--- src/rtl/network_transmit_control_pkg.sv ---
// Shared constants and state encoding for the network transmit controller.
package network_transmit_control_pkg;
  localparam int DESC_W    = 57;
  localparam int WORD_W    = 134;
  localparam int TAG_MSB   = 56;
  localparam int TAG_LSB   = 9;
  localparam int BUFID_MSB = 8;
  localparam int TAG_W     = TAG_MSB - TAG_LSB + 1;
  localparam int BUFID_W   = BUFID_MSB + 1;
  localparam int HEAD      = 133;
  localparam int TAIL      = 132;
  localparam int TAG_HI    = 127;
  localparam int TAG_LO    = 80;

  typedef enum logic [2:0] {
    S_IDLE,
    S_REQ,
    S_TRANS,
    S_RELEASE,
    S_GAP
  } tx_state_e;
endpackage

--- src/rtl/network_transmit_control_if.sv ---
// Descriptor, packet-buffer and port signals of the transmit controller.
interface network_transmit_control_if;
  import network_transmit_control_pkg::*;

  logic [DESC_W-1:0]  iv_descriptor;
  logic               i_descriptor_wr;
  logic               o_descriptor_ready;
  logic [BUFID_W-1:0] ov_pkt_bufid;
  logic               o_pkt_rd_req;
  logic               i_pkt_rd_ack;
  logic [WORD_W-1:0]  iv_pkt_data;
  logic               i_pkt_data_wr;
  logic [WORD_W-1:0]  ov_data;
  logic               o_data_wr;
  logic [BUFID_W-1:0] ov_bufid_release;
  logic               o_bufid_release_wr;
  logic [31:0]        ov_tx_pkt_cnt;
  logic [15:0]        ov_err_cnt;

  // master is the controller itself, slave is its surrounding environment
  modport master (
    input  iv_descriptor, i_descriptor_wr, i_pkt_rd_ack, iv_pkt_data, i_pkt_data_wr,
    output o_descriptor_ready, ov_pkt_bufid, o_pkt_rd_req, ov_data, o_data_wr,
           ov_bufid_release, o_bufid_release_wr, ov_tx_pkt_cnt, ov_err_cnt
  );

  modport slave (
    output iv_descriptor, i_descriptor_wr, i_pkt_rd_ack, iv_pkt_data, i_pkt_data_wr,
    input  o_descriptor_ready, ov_pkt_bufid, o_pkt_rd_req, ov_data, o_data_wr,
           ov_bufid_release, o_bufid_release_wr, ov_tx_pkt_cnt, ov_err_cnt
  );
endinterface

--- src/rtl/network_transmit_control.sv ---
// Pops one descriptor, fetches its packet, forwards words with optional TSN tag
// insertion, releases the buffer and enforces the inter-frame gap.
module network_transmit_control
  import network_transmit_control_pkg::*;
#(
  parameter int P_IFG_CYCLES = 3,
  parameter int P_TAG_INSERT = 1
) (
  input logic                        i_clk,
  input logic                        i_rst,
  network_transmit_control_if.master bus
);
  localparam logic [7:0] IFG_LAST = (P_IFG_CYCLES > 0) ? 8'(P_IFG_CYCLES - 1) : 8'd0;

  tx_state_e          state, state_nxt;
  logic [TAG_W-1:0]   tag_q;
  logic [BUFID_W-1:0] bufid_q;
  logic               first_word, tail_done;
  logic [7:0]         gap_cnt;
  logic [WORD_W-1:0]  data_q, word_fwd;
  logic               data_wr_q;
  logic [31:0]        tx_cnt;
  logic [15:0]        err_cnt;
  logic               ready, word_ok, w_head, w_tail;
  logic               head_err, drop_err, desc_err;
  logic [1:0]         err_inc;
  logic [16:0]        err_sum;

  assign ready    = (state == S_IDLE) && !i_rst;
  assign w_head   = bus.iv_pkt_data[HEAD];
  assign w_tail   = bus.iv_pkt_data[TAIL];
  // once the tail is in, the rest of TRANS only waits for it to leave the port
  assign word_ok  = bus.i_pkt_data_wr && (state == S_TRANS) && !tail_done;
  assign drop_err = bus.i_pkt_data_wr && !word_ok;
  assign head_err = word_ok && (first_word ? !w_head : w_head);
  assign desc_err = bus.i_descriptor_wr && (state != S_IDLE);
  assign err_inc  = {1'b0, desc_err} + {1'b0, drop_err | head_err};
  assign err_sum  = {1'b0, err_cnt} + {15'd0, err_inc};

  // only a legitimate head word gets the tag; misplaced heads pass unchanged
  always_comb begin
    word_fwd = bus.iv_pkt_data;
    if (P_TAG_INSERT != 0 && first_word && w_head)
      word_fwd[TAG_HI:TAG_LO] = tag_q;
  end

  always_comb begin
    state_nxt = state;
    case (state)
      S_IDLE:    if (bus.i_descriptor_wr) state_nxt = S_REQ;
      S_REQ:     if (bus.i_pkt_rd_ack) state_nxt = S_TRANS;
      S_TRANS:   if (tail_done) state_nxt = S_RELEASE;
      S_RELEASE: state_nxt = (P_IFG_CYCLES == 0) ? S_IDLE : S_GAP;
      S_GAP:     if (gap_cnt == IFG_LAST) state_nxt = S_IDLE;
      default:   state_nxt = S_IDLE;
    endcase
  end

  always_ff @(posedge i_clk) begin
    if (i_rst) begin
      state      <= S_IDLE;
      tag_q      <= '0;
      bufid_q    <= '0;
      first_word <= 1'b0;
      tail_done  <= 1'b0;
      gap_cnt    <= '0;
      data_q     <= '0;
      data_wr_q  <= 1'b0;
      tx_cnt     <= '0;
      err_cnt    <= '0;
    end else begin
      state <= state_nxt;
      if (state == S_IDLE && bus.i_descriptor_wr) begin
        tag_q   <= bus.iv_descriptor[TAG_MSB:TAG_LSB];
        bufid_q <= bus.iv_descriptor[BUFID_MSB:0];
      end
      if (state == S_REQ)
        first_word <= 1'b1;
      else if (word_ok)
        first_word <= 1'b0;
      tail_done <= (state == S_TRANS) && (tail_done || (word_ok && w_tail));
      if (state == S_RELEASE)
        gap_cnt <= '0;
      else if (state == S_GAP)
        gap_cnt <= gap_cnt + 8'd1;
      data_wr_q <= word_ok;
      if (word_ok)
        data_q <= word_fwd;
      // bumped on the TRANS->RELEASE edge so it shows with the release strobe
      if (state == S_TRANS && tail_done)
        tx_cnt <= tx_cnt + 32'd1;
      if (err_inc != 2'd0)
        err_cnt <= err_sum[16] ? 16'hFFFF : err_sum[15:0];
    end
  end

  assign bus.o_descriptor_ready = ready;
  assign bus.o_pkt_rd_req       = (state == S_REQ);
  assign bus.ov_pkt_bufid       = (state == S_REQ) ? bufid_q : '0;
  assign bus.ov_data            = data_q;
  assign bus.o_data_wr          = data_wr_q;
  assign bus.o_bufid_release_wr = (state == S_RELEASE);
  assign bus.ov_bufid_release   = (state == S_RELEASE) ? bufid_q : '0;
  assign bus.ov_tx_pkt_cnt      = tx_cnt;
  assign bus.ov_err_cnt         = err_cnt;
endmodule

--- src/flat_wrapper.sv ---
// flat-port wrapper written by rule: the top's interface ports become plain ports
module network_transmit_control_flat import network_transmit_control_pkg::*;
#(
  parameter int P_IFG_CYCLES = 3,
  parameter int P_TAG_INSERT = 1
)
  (i_clk, i_rst, bus_iv_descriptor, bus_i_descriptor_wr, bus_i_pkt_rd_ack, bus_iv_pkt_data, bus_i_pkt_data_wr, bus_o_descriptor_ready, bus_ov_pkt_bufid, bus_o_pkt_rd_req, bus_ov_data, bus_o_data_wr, bus_ov_bufid_release, bus_o_bufid_release_wr, bus_ov_tx_pkt_cnt, bus_ov_err_cnt);
  network_transmit_control_if bus_i ();
  input logic i_clk;
  input logic i_rst;
  input wire logic [$bits(bus_i.iv_descriptor)-1:0] bus_iv_descriptor;
  input wire logic [$bits(bus_i.i_descriptor_wr)-1:0] bus_i_descriptor_wr;
  input wire logic [$bits(bus_i.i_pkt_rd_ack)-1:0] bus_i_pkt_rd_ack;
  input wire logic [$bits(bus_i.iv_pkt_data)-1:0] bus_iv_pkt_data;
  input wire logic [$bits(bus_i.i_pkt_data_wr)-1:0] bus_i_pkt_data_wr;
  output wire logic [$bits(bus_i.o_descriptor_ready)-1:0] bus_o_descriptor_ready;
  output wire logic [$bits(bus_i.ov_pkt_bufid)-1:0] bus_ov_pkt_bufid;
  output wire logic [$bits(bus_i.o_pkt_rd_req)-1:0] bus_o_pkt_rd_req;
  output wire logic [$bits(bus_i.ov_data)-1:0] bus_ov_data;
  output wire logic [$bits(bus_i.o_data_wr)-1:0] bus_o_data_wr;
  output wire logic [$bits(bus_i.ov_bufid_release)-1:0] bus_ov_bufid_release;
  output wire logic [$bits(bus_i.o_bufid_release_wr)-1:0] bus_o_bufid_release_wr;
  output wire logic [$bits(bus_i.ov_tx_pkt_cnt)-1:0] bus_ov_tx_pkt_cnt;
  output wire logic [$bits(bus_i.ov_err_cnt)-1:0] bus_ov_err_cnt;
  assign bus_i.iv_descriptor = bus_iv_descriptor;
  assign bus_i.i_descriptor_wr = bus_i_descriptor_wr;
  assign bus_i.i_pkt_rd_ack = bus_i_pkt_rd_ack;
  assign bus_i.iv_pkt_data = bus_iv_pkt_data;
  assign bus_i.i_pkt_data_wr = bus_i_pkt_data_wr;
  assign bus_o_descriptor_ready = bus_i.o_descriptor_ready;
  assign bus_ov_pkt_bufid = bus_i.ov_pkt_bufid;
  assign bus_o_pkt_rd_req = bus_i.o_pkt_rd_req;
  assign bus_ov_data = bus_i.ov_data;
  assign bus_o_data_wr = bus_i.o_data_wr;
  assign bus_ov_bufid_release = bus_i.ov_bufid_release;
  assign bus_o_bufid_release_wr = bus_i.o_bufid_release_wr;
  assign bus_ov_tx_pkt_cnt = bus_i.ov_tx_pkt_cnt;
  assign bus_ov_err_cnt = bus_i.ov_err_cnt;
  network_transmit_control #(.P_IFG_CYCLES(P_IFG_CYCLES), .P_TAG_INSERT(P_TAG_INSERT)) u_core (.i_clk(i_clk), .i_rst(i_rst), .bus(bus_i));
endmodule
--- config.mk ---
export PLATFORM = sky130hd
export DESIGN_NAME = network_transmit_control_flat
export DESIGN_NICKNAME = d
export VERILOG_FILES = /design/src/rtl/network_transmit_control_pkg.sv /design/src/rtl/network_transmit_control_if.sv /design/src/rtl/network_transmit_control.sv /design/src/flat_wrapper.sv
export SDC_FILE = /design/constraint.sdc
export NUM_CORES = 1
export LEC_CHECK = 0
export ABC_AREA = 1
export BUFFER_PORTS_ARGS = -buffer_cell sky130_fd_sc_hd__buf_2
export CORE_AREA = 2 2 157 159
export CTS_CLUSTER_DIAMETER = 120
export DETAILED_ROUTE_END_ITERATION = 10
export DIE_AREA = 0 0 159 161
export PLACE_DENSITY = 0.74
export SKIP_CTS_REPAIR_TIMING = 1
export SYNTH_ARGS = -nofsm -noshare
export SYNTH_HDL_FRONTEND = slang
export SYNTH_SLANG_ARGS = --single-unit
--- constraint.sdc ---
create_clock -name i_clk -period 4.47 [get_ports i_clk]
set_input_delay 0.447 -clock i_clk [delete_from_list [all_inputs] [get_ports i_clk]]
set_output_delay 0.447 -clock i_clk [all_outputs]
set_load 0.005 [all_outputs]
[Word-level counts from Yosys, hierarchy flattened]
Index checks and enable logic that the tools add are counted.
Storage, ports and cells
  flip-flop bits (word level): 253
  input bits: 196
Cells by class
  add/sub/neg operators: 4
  equal/unequal tests: 9
  muxes and demuxes: 12
  bitwise operators: 1
  reduce and logical (&&, ||, !) cells: 22
Operators by type and width (count)
  48-bit two-way mux: 1
  32-bit by 1-bit adder with 32-bit output, second input constant: 1
  9-bit two-way mux: 2
  16-bit by 2-bit adder with 17-bit output: 1
  16-bit two-way mux: 1
  3-bit case mux with 5 select lines: 1
  3-bit two-way mux: 4
  1-bit logical AND: 11
  8-bit by 1-bit adder with 8-bit output, second input constant: 1
  8-bit by 2-bit == test with 1-bit output, second input constant: 1
  3-bit by 2-bit == test with 1-bit output, second input constant: 2
  1-bit zero test: 4
  2-bit by 1-bit inequality test with 1-bit output, second input constant: 2
  2-bit inequality test, second input constant: 2
  4-bit AND reduction: 1
  2-bit nonzero test: 2
  3-bit by 1-bit == test with 1-bit output, second input constant: 1
  3-bit == test, second input constant: 1
  3-bit zero test: 1
  1-bit two-way mux: 3
  3-bit nonzero test: 1
  1-bit by 1-bit adder with 2-bit output: 1
  2-bit OR reduction: 1
  1-bit logical OR: 1
  1-bit bitwise OR: 1

[Longest topological paths before layout]
Gate-level depths: netlist (run 1).
  depth after elaboration: 9
  depth in mapped cells: 16

[Least setup slack after synthesis (run 1)]
No wires, ideal clock.
  kind: in2reg
  from: input port bus_iv_pkt_data[133]
  to: register u_core.err_cnt[10], in the netlist u_core.bus.ov_err_cnt[10]
  data arrival time: 2572 ps
  data required time: 4413 ps
  setup slack: 1841 ps
  stages: 13
  cell sequence: ha_1 o21ai_0 ha_1 ha_1 inv_1 fa_1 nor2_1 nand2_1 nor2_1 nand4_1 nand3_1 nand2_1 inv_1
Between the ends
  longest elaborated chain between the ends: 7
  elaborated cells between the ends (all ways): 8
RTL lines
  start, declared: line flat_wrapper.sv:14  | input wire logic [$bits(bus_i.iv_pkt_data)-1:0] bus_iv_pkt_data;
  1-bit zero test: line network_transmit_control.sv:35  | assign head_err = word_ok && (first_word ? !w_head : w_head);
  1-bit two-way mux (*): line network_transmit_control.sv:35
  1-bit logical AND (*): line network_transmit_control.sv:35
  1-bit bitwise OR (*): line network_transmit_control.sv:37  | assign err_inc = {1'b0, desc_err} + {1'b0, drop_err | head_err};
  1-bit by 1-bit adder with 2-bit output (*): line network_transmit_control.sv:37
  16-bit by 2-bit adder with 17-bit output: line network_transmit_control.sv:38  | assign err_sum = {1'b0, err_cnt} + {15'd0, err_inc};
  16-bit two-way mux: line network_transmit_control.sv:93  | err_cnt <= err_sum[16] ? 16'hFFFF : err_sum[15:0];
  end signal, assigned: line network_transmit_control.sv:93
  end, declared: line network_transmit_control.sv:23  | logic [15:0] err_cnt;
Every way passes the cells marked *; elsewhere a longest branch is shown, timed or not.
A chain may end at the register's enable or synchronous reset.

[Worst setup path after layout (run 1)]
  from: register u_core.state[1]
  to: register u_core.err_cnt[14], in the netlist u_core.bus.ov_err_cnt[14]
Between the ends
  longest elaborated chain between the ends: 9
  elaborated cells between the ends (all ways): 13
RTL lines
  start, declared: line network_transmit_control.sv:15  | tx_state_e state, state_nxt;
  start signal, assigned: line network_transmit_control.sv:72  | state <= state_nxt;
  3-bit by 2-bit == test with 1-bit output: line network_transmit_control.sv:33  | assign word_ok = bus.i_pkt_data_wr && (state == S_TRANS) && !tail_done;
  1-bit logical AND (2 in series): line network_transmit_control.sv:33
  1-bit zero test: line network_transmit_control.sv:34  | assign drop_err = bus.i_pkt_data_wr && !word_ok;
  1-bit logical AND: line network_transmit_control.sv:34
  1-bit bitwise OR: line network_transmit_control.sv:37
  1-bit by 1-bit adder with 2-bit output (*): line network_transmit_control.sv:37
  16-bit by 2-bit adder with 17-bit output: line network_transmit_control.sv:38
  16-bit two-way mux: line network_transmit_control.sv:93
Marks and branches as above.

==> results_tabular.tex, run 1 <==
\begin{tabular}{lr}
\hline
Metric & Value \\
\hline
\multicolumn{2}{l}{\textbf{Status}} \\
\quad Outcome & finished, final reports clean \\
\multicolumn{2}{l}{\textbf{Synthesis}} \\
\quad Number of instances in the synthesized netlist & 1395 \\
\quad Count of flip-flops with a built-in enable after synthesis & 0 \\
\quad Post-Syn Nets & 1600 \\
\quad Number of warnings reported in the yosys synthesis log & 0 \\
\quad Register bit count reported by yosys & 253 \\
\quad Main synth FF type & dfxtp\_1 \\
\quad Share of synthesized registers carrying an async set or reset & 0\% \\
\quad Number of distinct library cell variants in the gate-level netlist after synthesis & 35 \\
\quad Mean post-synth cell area & 7.54 um2 \\
\quad Cell area after synthesis & 10500 um2 \\
\quad Sequential element share of the synthesized area & 48.2\% \\
\multicolumn{2}{l}{\textbf{Hold path}} \\
\quad Worst Hold End & u\_core.bus.ov\_data[12] \\
\quad HP Start & bus\_iv\_pkt\_data[12] \\
\quad Hold Crit Class & in2reg \\
\quad Min-Delay Path Depth & 3 \\
\multicolumn{2}{l}{\textbf{Setup path}} \\
\quad Slowest library cell on the worst path & dfxtp\_1 \\
\quad Crit Path Category & reg2reg \\
\quad Nature of the critical path startpoint & register \\
\quad Endpoint arrival time on the critical path & 3.53 ns \\
\quad Number of buffer and inverter stages on the critical path & 3 \\
\quad Reg-to-reg slack, setup & 1.42 ns \\
\quad Crit path required time & 4.95 ns \\
\quad Peak per-stage delay on the critical path & 0.54 ns \\
\quad Reg-to-Reg End & u\_core.bus.ov\_err\_cnt[14] \\
\quad Cell seen most often among critical-path stages & nand2\_1 \\
\quad Max Fanout on Critical Path & 7 \\
\quad Number of cells on the worst reg-to-reg path & 14 \\
\quad Sort of element at the end of the critical path & register \\
\quad Kind of cell adding the most delay to the critical path & simple AND/OR/NAND/NOR gates \\
\quad Crit Reg-Reg Startpoint & u\_core.state[1] \\
\quad Cell chain of the critical path & inv\_1 > nand2\_1 > nand2\_1 > ha\_1 > ha\_1 > inv\_1 > fa\_1 > nor2\_1 > nand2\_1 > nor2\_1 > nand4\_1 > nand3\_1 > nand2\_1 > inv\_1 \\
\multicolumn{2}{l}{\textbf{CTS}} \\
\quad Maximum buffer depth of the clock tree & 3 \\
\quad Clock slew seen by the registers of the worst setup and hold paths & 0.06 ns \\
\quad Number of clock sinks & 253 \\
\quad Clock latency reported for the late side of the worst-skew pair & 0.53 ns \\
\quad Clock H-tree levels & 1 \\
\quad TritonCTS Buffers & 28 \\
\quad CTS root buf & clkbuf\_16 \\
\quad TritonCTS clock tree & built \\
\multicolumn{2}{l}{\textbf{Final layout}} \\
\quad Leading cell types in the layout, fill and taps excluded & buf\_2, nand2\_1, dfxtp\_1 \\
\quad Total area of multi-input combinational cells & 4580 um2 \\
\quad Total of fill cells in the finished design & 2280 \\
\quad Post-synthesis to final-layout area growth & 28.7\% \\
\quad Sequential cell area & 5060 um2 \\
\quad Number of nets in the final layout & 1961 \\
\quad Most frequent standard cell in the layout excluding fill and tap cells & buf\_2 \\
\quad Fraction of final layout cells sized beyond drive strength 1 & 26.2\% \\
\multicolumn{2}{l}{\textbf{STA}} \\
\quad Worst relative slew slack & 29.1\% \\
\quad Setup repair after global routing missed its margin & no \\
\quad Crit share post-route & 68.3\% \\
\quad Final number of hold-violating endpoints & 0 \\
\quad Max Slew Vio Count & 0 \\
\quad Setup total negative slack & 0 ns \\
\quad Transition time of the tightest slew-check pin & 1.06 ns \\
\quad Final Critical Period & 3.05 ns \\
\quad Minimum setup slack in the final design & 1.42 ns \\
\quad Worst Clk Skew & 0.00947 ns \\
\quad Final count of negative-setup-slack endpoints & 0 \\
\quad Maximum achievable frequency & 327 MHz \\
\multicolumn{2}{l}{\textbf{Routing}} \\
\quad Starting DRT DRC Count & 731 \\
\quad Drt total wl & 30400 um \\
\quad Via density per instance & 4.95 \\
\quad Post-DRT Antenna Nets & 0 \\
\quad \# DRC & 0 \\
\quad Pre-Repair DR Iteration Count & 5 \\
\quad Wire length per cell & 14.5 um \\
\quad DR vias & 10400 \\
\multicolumn{2}{l}{\textbf{Placed design}} \\
\quad DP HPWL & 21700 um \\
\quad Weighted congestion at the end of routability-driven global placement & 0.881 \\
\quad Port Buffer Count & 399 \\
\quad Place WS & 1.39 ns \\
\multicolumn{2}{l}{\textbf{Global routing}} \\
\quad Total global routing track utilization & 22.4\% \\
\quad Overflow left after global routing & 0 \\
\quad Wire length of the first global-routing pass & 48100 um \\
\quad Number of global-route vias before repair & 9726 \\
\quad Pin count of the biggest net entering global routing & 97 \\
\quad Number of antenna violations at the first check in global routing & 3 \\
\multicolumn{2}{l}{\textbf{Floorplan}} \\
\quad Number of ports placed on the die boundary & 400 \\
\quad Die Width & 159 um \\
\quad Initial core utilization & 43.9\% \\
\quad Core Area & 24000 um2 \\
\quad Row cnt & 57 \\
\quad Overall die height & 161 um \\
\quad Die area & 25600 um2 \\
\multicolumn{2}{l}{\textbf{Job}} \\
\quad Max\_cap viols & 0 \\
\multicolumn{2}{l}{\textbf{Power}} \\
\quad Peak supply drop & 0.324 mV \\
\quad Total Power & 6260 uW \\
\quad Pleak & 0.00610 uW \\
\quad Total power per unit cell area & 462 nW/um2 \\
\hline
\end{tabular}
[cell type report]
type | count | area share (%)
diodes | 2 | 0.0370
clock buffers | 40 | 5.96
clock inverters | 8 | 0.351
inverters | 144 | 4.03
multi-input cells | 921 | 33.8
flip-flops and latches | 253 | 37.4
well taps | 324 | 3.00
repair buffers | 408 | 15.4
[power by group]
group | total, uW | internal [uW] | switching (uW)
clock | 2150 | 1250 | 904
sequential | 2850 | 2640 | 207
combinational | 1260 | 513 | 745
total | 6260 | 4400 | 1860
[Yosys cell counts, drive strengths merged (2+ instances only)]
library cell	number	area, um2
a211oi	2	15.0
a21oi	217	1090
a31oi	3	18.8
buf	37	200
clkbuf	40	150
clkinv	2	8.75
dfxtp	253	5060
ha	8	100
inv	142	533
mux2i	48	480
nand2	311	1170
nand3	39	208
nand3b	3	22.5
nand4	25	163
nor2	118	470
nor3	10	61.3
nor3b	2	15.0
o21ai	115	576
o21bai	3	22.5
or2	2	12.5
xnor2	4	35.0
xor2	7	61.3
[per-stage QoR]
stage / hold WS, ns / std cells / instance area, um2 / util [%]
5_1_grt: 0.141 / 2098 / 13500 / 56.5
6_report: 0.162 / 2100 / 13500 / 56.5
4_1_cts: 0.136 / 2098 / 13500 / 56.5
3_3_place_gp: 0.432 / 2050 / 12700 / 52.9
2_1_floorplan: 0.423 / 1395 / 10500 / -
3_5_place_dp: 0.436 / 2050 / 12700 / 52.9
[tightest hold or removal path, delay by kind of cell]
family / cells / cell delay, ns
buf+inv: 1 / 0.09
simple gates: 1 / 0.05
compound gates: 1 / 0.05
[per-layer routing]
metal / up-vias / track usage, % / part of all wire [%]
met5: - / 0 / 0
met4: 0 / 7.07 / 2.8
met2: 383 / 38.1 / 47
met3: 57 / 6.88 / 8.7
met1: 4680 / 27.3 / 42
li1: 5266 / - / -
[how the worst max path moves through the flow]
stage,from,to,slack (ns),cells past startpoint
2_1_floorplan,bus_iv_pkt_data[133],u_core.bus.ov_err_cnt[10],1.84,13
3_3_place_gp,bus_iv_pkt_data[133],u_core.bus.ov_err_cnt[10],1.45,14
3_5_place_dp,bus_iv_pkt_data[133],u_core.bus.ov_err_cnt[14],1.39,14
4_1_cts,u_core.state[0],u_core.bus.ov_err_cnt[14],1.44,14
5_1_grt,u_core.state[0],u_core.bus.ov_err_cnt[14],1.13,14
6_report,u_core.state[1],u_core.bus.ov_err_cnt[14],1.42,14
[sequential cells by signal (all words and copies together), names as in the netlist, 3 cells and up]
signal and count:
u_core.gap_cnt 8, u_core.bufid_q 9, u_core.bus.ov_data 134, u_core.tag_q 48, u_core.bus.ov_tx_pkt_cnt 32, u_core.bus.ov_err_cnt 16, u_core.state 3
[kinds of logic after synthesis]
family	count (synthesis)	synth area share (%)
and+or+nand+nor	511	20.2
AOI/OAI and AO/OA	342	16.5
DFF	253	48.2
buffers and inverters	221	8.48
muxes	48	4.57
xor gates and xnor gates	11	0.916
adders and majority gates	9	1.14
(Power assumes the default switching activity.)
==> run 2: changes to the inputs <==
--- a/config.mk
+++ b/config.mk
@@ -7,11 +7,11 @@
 export LEC_CHECK = 0
 export ABC_AREA = 1
 export BUFFER_PORTS_ARGS = -buffer_cell sky130_fd_sc_hd__buf_2
-export CORE_AREA = 2 2 157 159
+export CORE_MARGIN = 2
+export CORE_UTILIZATION = 44
 export CTS_CLUSTER_DIAMETER = 120
 export DETAILED_ROUTE_END_ITERATION = 10
-export DIE_AREA = 0 0 159 161
-export PLACE_DENSITY = 0.74
+export PLACE_DENSITY = 0.77
 export SKIP_CTS_REPAIR_TIMING = 1
 export SYNTH_ARGS = -nofsm -noshare
 export SYNTH_HDL_FRONTEND = slang
==> constraint.sdc (replaced) <==
create_clock -name i_clk -period 2.7 [get_ports i_clk]
set_input_delay 0.27 -clock i_clk [delete_from_list [all_inputs] [get_ports i_clk]]
set_output_delay 0.27 -clock i_clk [all_outputs]
set_load 0.005 [all_outputs]
==> run 2 against run 1 <==
The run now ends with hold timing left. Utilization grew 4.0 points. Sequential cell count is the same. Non-clock buffer count grew 46. Sequential power grew 65%. Largest power group unchanged. Count of clock-buffer cells in the layout is the same. First-iteration DRC count grew 24%.
==> results_tabular.tex, run 2 (synthesis gave the netlist of run 1 again) <==
\begin{tabular}{lr}
\hline
Metric & Value \\
\hline
\multicolumn{2}{l}{\textbf{Setup path}} \\
\quad Nature of the critical path startpoint & register \\
\quad Reg-to-reg slack, setup & 0.18 ns (-1.23 ns) \\
\quad Max Fanout on Critical Path & 3 (-4) \\
\quad Crit path required time & 3.16 ns (-1.79 ns) \\
\quad Sort of element at the end of the critical path & register \\
\quad Crit Reg-Reg Startpoint & u\_core.first\_word \\
\quad Number of cells on the worst reg-to-reg path & 11 (-3) \\
\quad Endpoint arrival time on the critical path & 2.97 ns (-0.56 ns) \\
\quad Crit Path Category & reg2reg \\
\quad Reg-to-Reg End & u\_core.bus.ov\_err\_cnt[4] \\
\multicolumn{2}{l}{\textbf{Status}} \\
\quad Violations in the final reports & hold timing \\
\quad Outcome & complete, but fails checks \\
\multicolumn{2}{l}{\textbf{Final layout}} \\
\quad Total of fill cells in the finished design & 2039 (-11\%) \\
\quad Leading cell types in the layout, fill and taps excluded & buf\_2, nand2\_1, dfxtp\_1 \\
\quad Total area of multi-input combinational cells & 4600 um2 (+0.46\%) \\
\quad Most frequent standard cell in the layout excluding fill and tap cells & buf\_2 \\
\quad Fraction of final layout cells sized beyond drive strength 1 & 26.8\% (+0.65 points) \\
\quad Sequential cell area & 5070 um2 (about the same) \\
\quad Final instance area & 14200 um2 (+4.9\%) \\
\quad Post-synthesis to final-layout area growth & 35.0\% \\
\quad Number of nets in the final layout & 2007 (+2.3\%) \\
\quad Number of flip-flops under the largest register name & 134 (unchanged) \\
\multicolumn{2}{l}{\textbf{Job}} \\
\quad Max\_cap viols & 0 (unchanged) \\
\multicolumn{2}{l}{\textbf{Placed design}} \\
\quad Cell area after placement & 12800 um2 (+1.1\%) \\
\quad DP HPWL & 22000 um (+1.5\%) \\
\quad Weighted congestion at the end of routability-driven global placement & 0.924 (+4.9\%) \\
\quad Port Buffer Count & 399 (unchanged) \\
\multicolumn{2}{l}{\textbf{CTS}} \\
\quad Clock H-tree levels & 1 (unchanged) \\
\quad Maximum buffer depth of the clock tree & 3 (unchanged) \\
\quad Clock latency reported for the late side of the worst-skew pair & 0.54 ns (about the same) \\
\quad Number of clock sinks & 253 (unchanged) \\
\quad TritonCTS Buffers & 28 (unchanged) \\
\quad Clock slew seen by the registers of the worst setup and hold paths & 0.06 ns (about the same) \\
\quad CTS root buf & clkbuf\_16 \\
\quad TritonCTS clock tree & built \\
\multicolumn{2}{l}{\textbf{Global routing}} \\
\quad Pin count of the biggest net entering global routing & 117 (+21\%) \\
\quad Wire length of the first global-routing pass & 47100 um (-2.0\%) \\
\quad Overflow left after global routing & 0 (unchanged) \\
\quad Number of antenna violations at the first check in global routing & 4 (+1) \\
\quad Number of global-route vias before repair & 9526 (-2.1\%) \\
\quad Total global routing track utilization & 22.9\% (+0.47 points) \\
\multicolumn{2}{l}{\textbf{Floorplan}} \\
\quad Die area & 25100 um2 (-1.8\%) \\
\quad Number of ports placed on the die boundary & 400 (unchanged) \\
\quad Overall die height & 159 um (-1.5\%) \\
\quad Die Width & 159 um (-0.26\%) \\
\quad Initial core utilization & 44.8\% (+0.92 points) \\
\quad Core Area & 23500 um2 (-2.0\%) \\
\quad Row cnt & 56 (-1.8\%) \\
\multicolumn{2}{l}{\textbf{Hold path}} \\
\quad Worst Hold End & u\_core.bus.ov\_data[44] \\
\quad Min-Delay Path Depth & 3 (unchanged) \\
\quad Hold Crit Class & in2reg \\
\quad HP Start & bus\_iv\_pkt\_data[44] \\
\multicolumn{2}{l}{\textbf{Power}} \\
\quad Total Power & 11000 uW (+75\%) \\
\quad Total power per unit cell area & 773 nW/um2 (+67\%) \\
\quad Pleak & 0.00638 uW (+4.6\%) \\
\quad Peak supply drop & 0.666 mV (+110\%) \\
\multicolumn{2}{l}{\textbf{STA}} \\
\quad Crit share post-route & 93.2\% (+25 points) \\
\quad Setup total negative slack & 0 ns (unchanged) \\
\quad Worst Clk Skew & 0.0125 ns (+0.00298 ns) \\
\quad Maximum achievable frequency & 397 MHz (+21\%) \\
\quad Worst relative slew slack & 37.3\% (+8.2 points) \\
\quad Final count of negative-setup-slack endpoints & 0 (unchanged) \\
\quad Final Critical Period & 2.52 ns (-0.538 ns) \\
\quad Setup repair after global routing missed its margin & no \\
\quad Transition time of the tightest slew-check pin & 0.940 ns (-0.124 ns) \\
\quad Final number of hold-violating endpoints & 16 (+16) \\
\quad Max Slew Vio Count & 0 (unchanged) \\
\quad Hold slack & -0.0137 ns (-0.176 ns) \\
\multicolumn{2}{l}{\textbf{Routing}} \\
\quad \# DRC & 0 (unchanged) \\
\quad Pre-Repair DR Iteration Count & 7 (+2) \\
\quad Drt total wl & 32000 um (+5.1\%) \\
\quad Starting DRT DRC Count & 908 (+24\%) \\
\quad Post-DRT Antenna Nets & 0 (unchanged) \\
\quad Wire length per cell & 14.9 um (+2.9\%) \\
\quad DR vias & 10700 (+2.7\%) \\
\quad Via density per instance & 4.97 (+0.55\%) \\
\hline
\end{tabular}
run 2: changes by cell type in the layout (fill, tap and decap cells not counted), sizes merged:
cell,previous run,this run
buf,408,419
bufinv,0,3
clkinvlp,0,2
dlygate4sd3,0,35
inv,143,142
run 2: worst max path at each step:
stage,from,endpoint,depth (start not counted)
3_3_place_gp,bus_iv_pkt_data[133],u_core.bus.ov_err_cnt[9],14
6_report,u_core.first_word,u_core.bus.ov_err_cnt[4],11
5_1_grt,u_core.state[2],u_core.bus.ov_err_cnt[4],12
4_1_cts,u_core.state[2],u_core.bus.ov_err_cnt[9],14
2_1_floorplan,u_core.state[0],u_core.bus.ov_err_cnt[10],14
3_5_place_dp,u_core.state[2],u_core.bus.ov_err_cnt[9],14
run 2: area by class of cell:
cell class | count | share of cell area (%)
multi-input combinational | 921 | 32.4
clock inverter | 12 | 1.07
tap | 319 | 2.81
clock buffer | 40 | 5.90
timing repair buffer | 454 | 18.2
inverter | 144 | 3.84
antenna | 2 | 0.0353
sequential | 253 | 35.7
run 2: critical path, cell delays in order, from the launching register on:
cell and delay, ns:
dfxtp_1 0.31, ha_2 0.32, o21ai_2 0.07, ha_1 0.28
ha_1 0.15, inv_1 0.05, fa_1 0.43, nor2_1 0.16
buf_4 0.13, nand2_1 0.08, or2_2 0.30, a31oi_1 0.15
run 2: layer usage:
| layer | vias up | GRT usage [%] | share of wire, % |
|---|---|---|---|
| li1 | 5349 | - | - |
| met1 | 4834 | 27.8 | 41 |
| met2 | 416 | 38.8 | 48 |
| met3 | 64 | 7.65 | 9.2 |
| met4 | 4 | 6.13 | 2.1 |
| met5 | - | 0 | 0.072 |
run 2: power breakdown:
part / internal (uW) / leakage, uW / switching, uW / total, uW
clock: 2450 / 0.000484 / 1570 / 4020
combinational: 960 / 0.00384 / 1300 / 2260
sequential: 4370 / 0.00206 / 330 / 4700
run 2: per-stage QoR:
step / setup slack (ns) / instances / hold WS [ns] / util [%]
floorplan: 0.131 / 1395 / 0.413 / -
global placement: 0.0534 / 2055 / 0.429 / 54.6
detailed placement: -0.0847 / 2055 / 0.436 / 54.6
CTS: -0.0972 / 2107 / -0.0344 / 58.8
global route: 0.0241 / 2143 / -0.00103 / 60.4
finish: 0.184 / 2145 / -0.0137 / 60.5
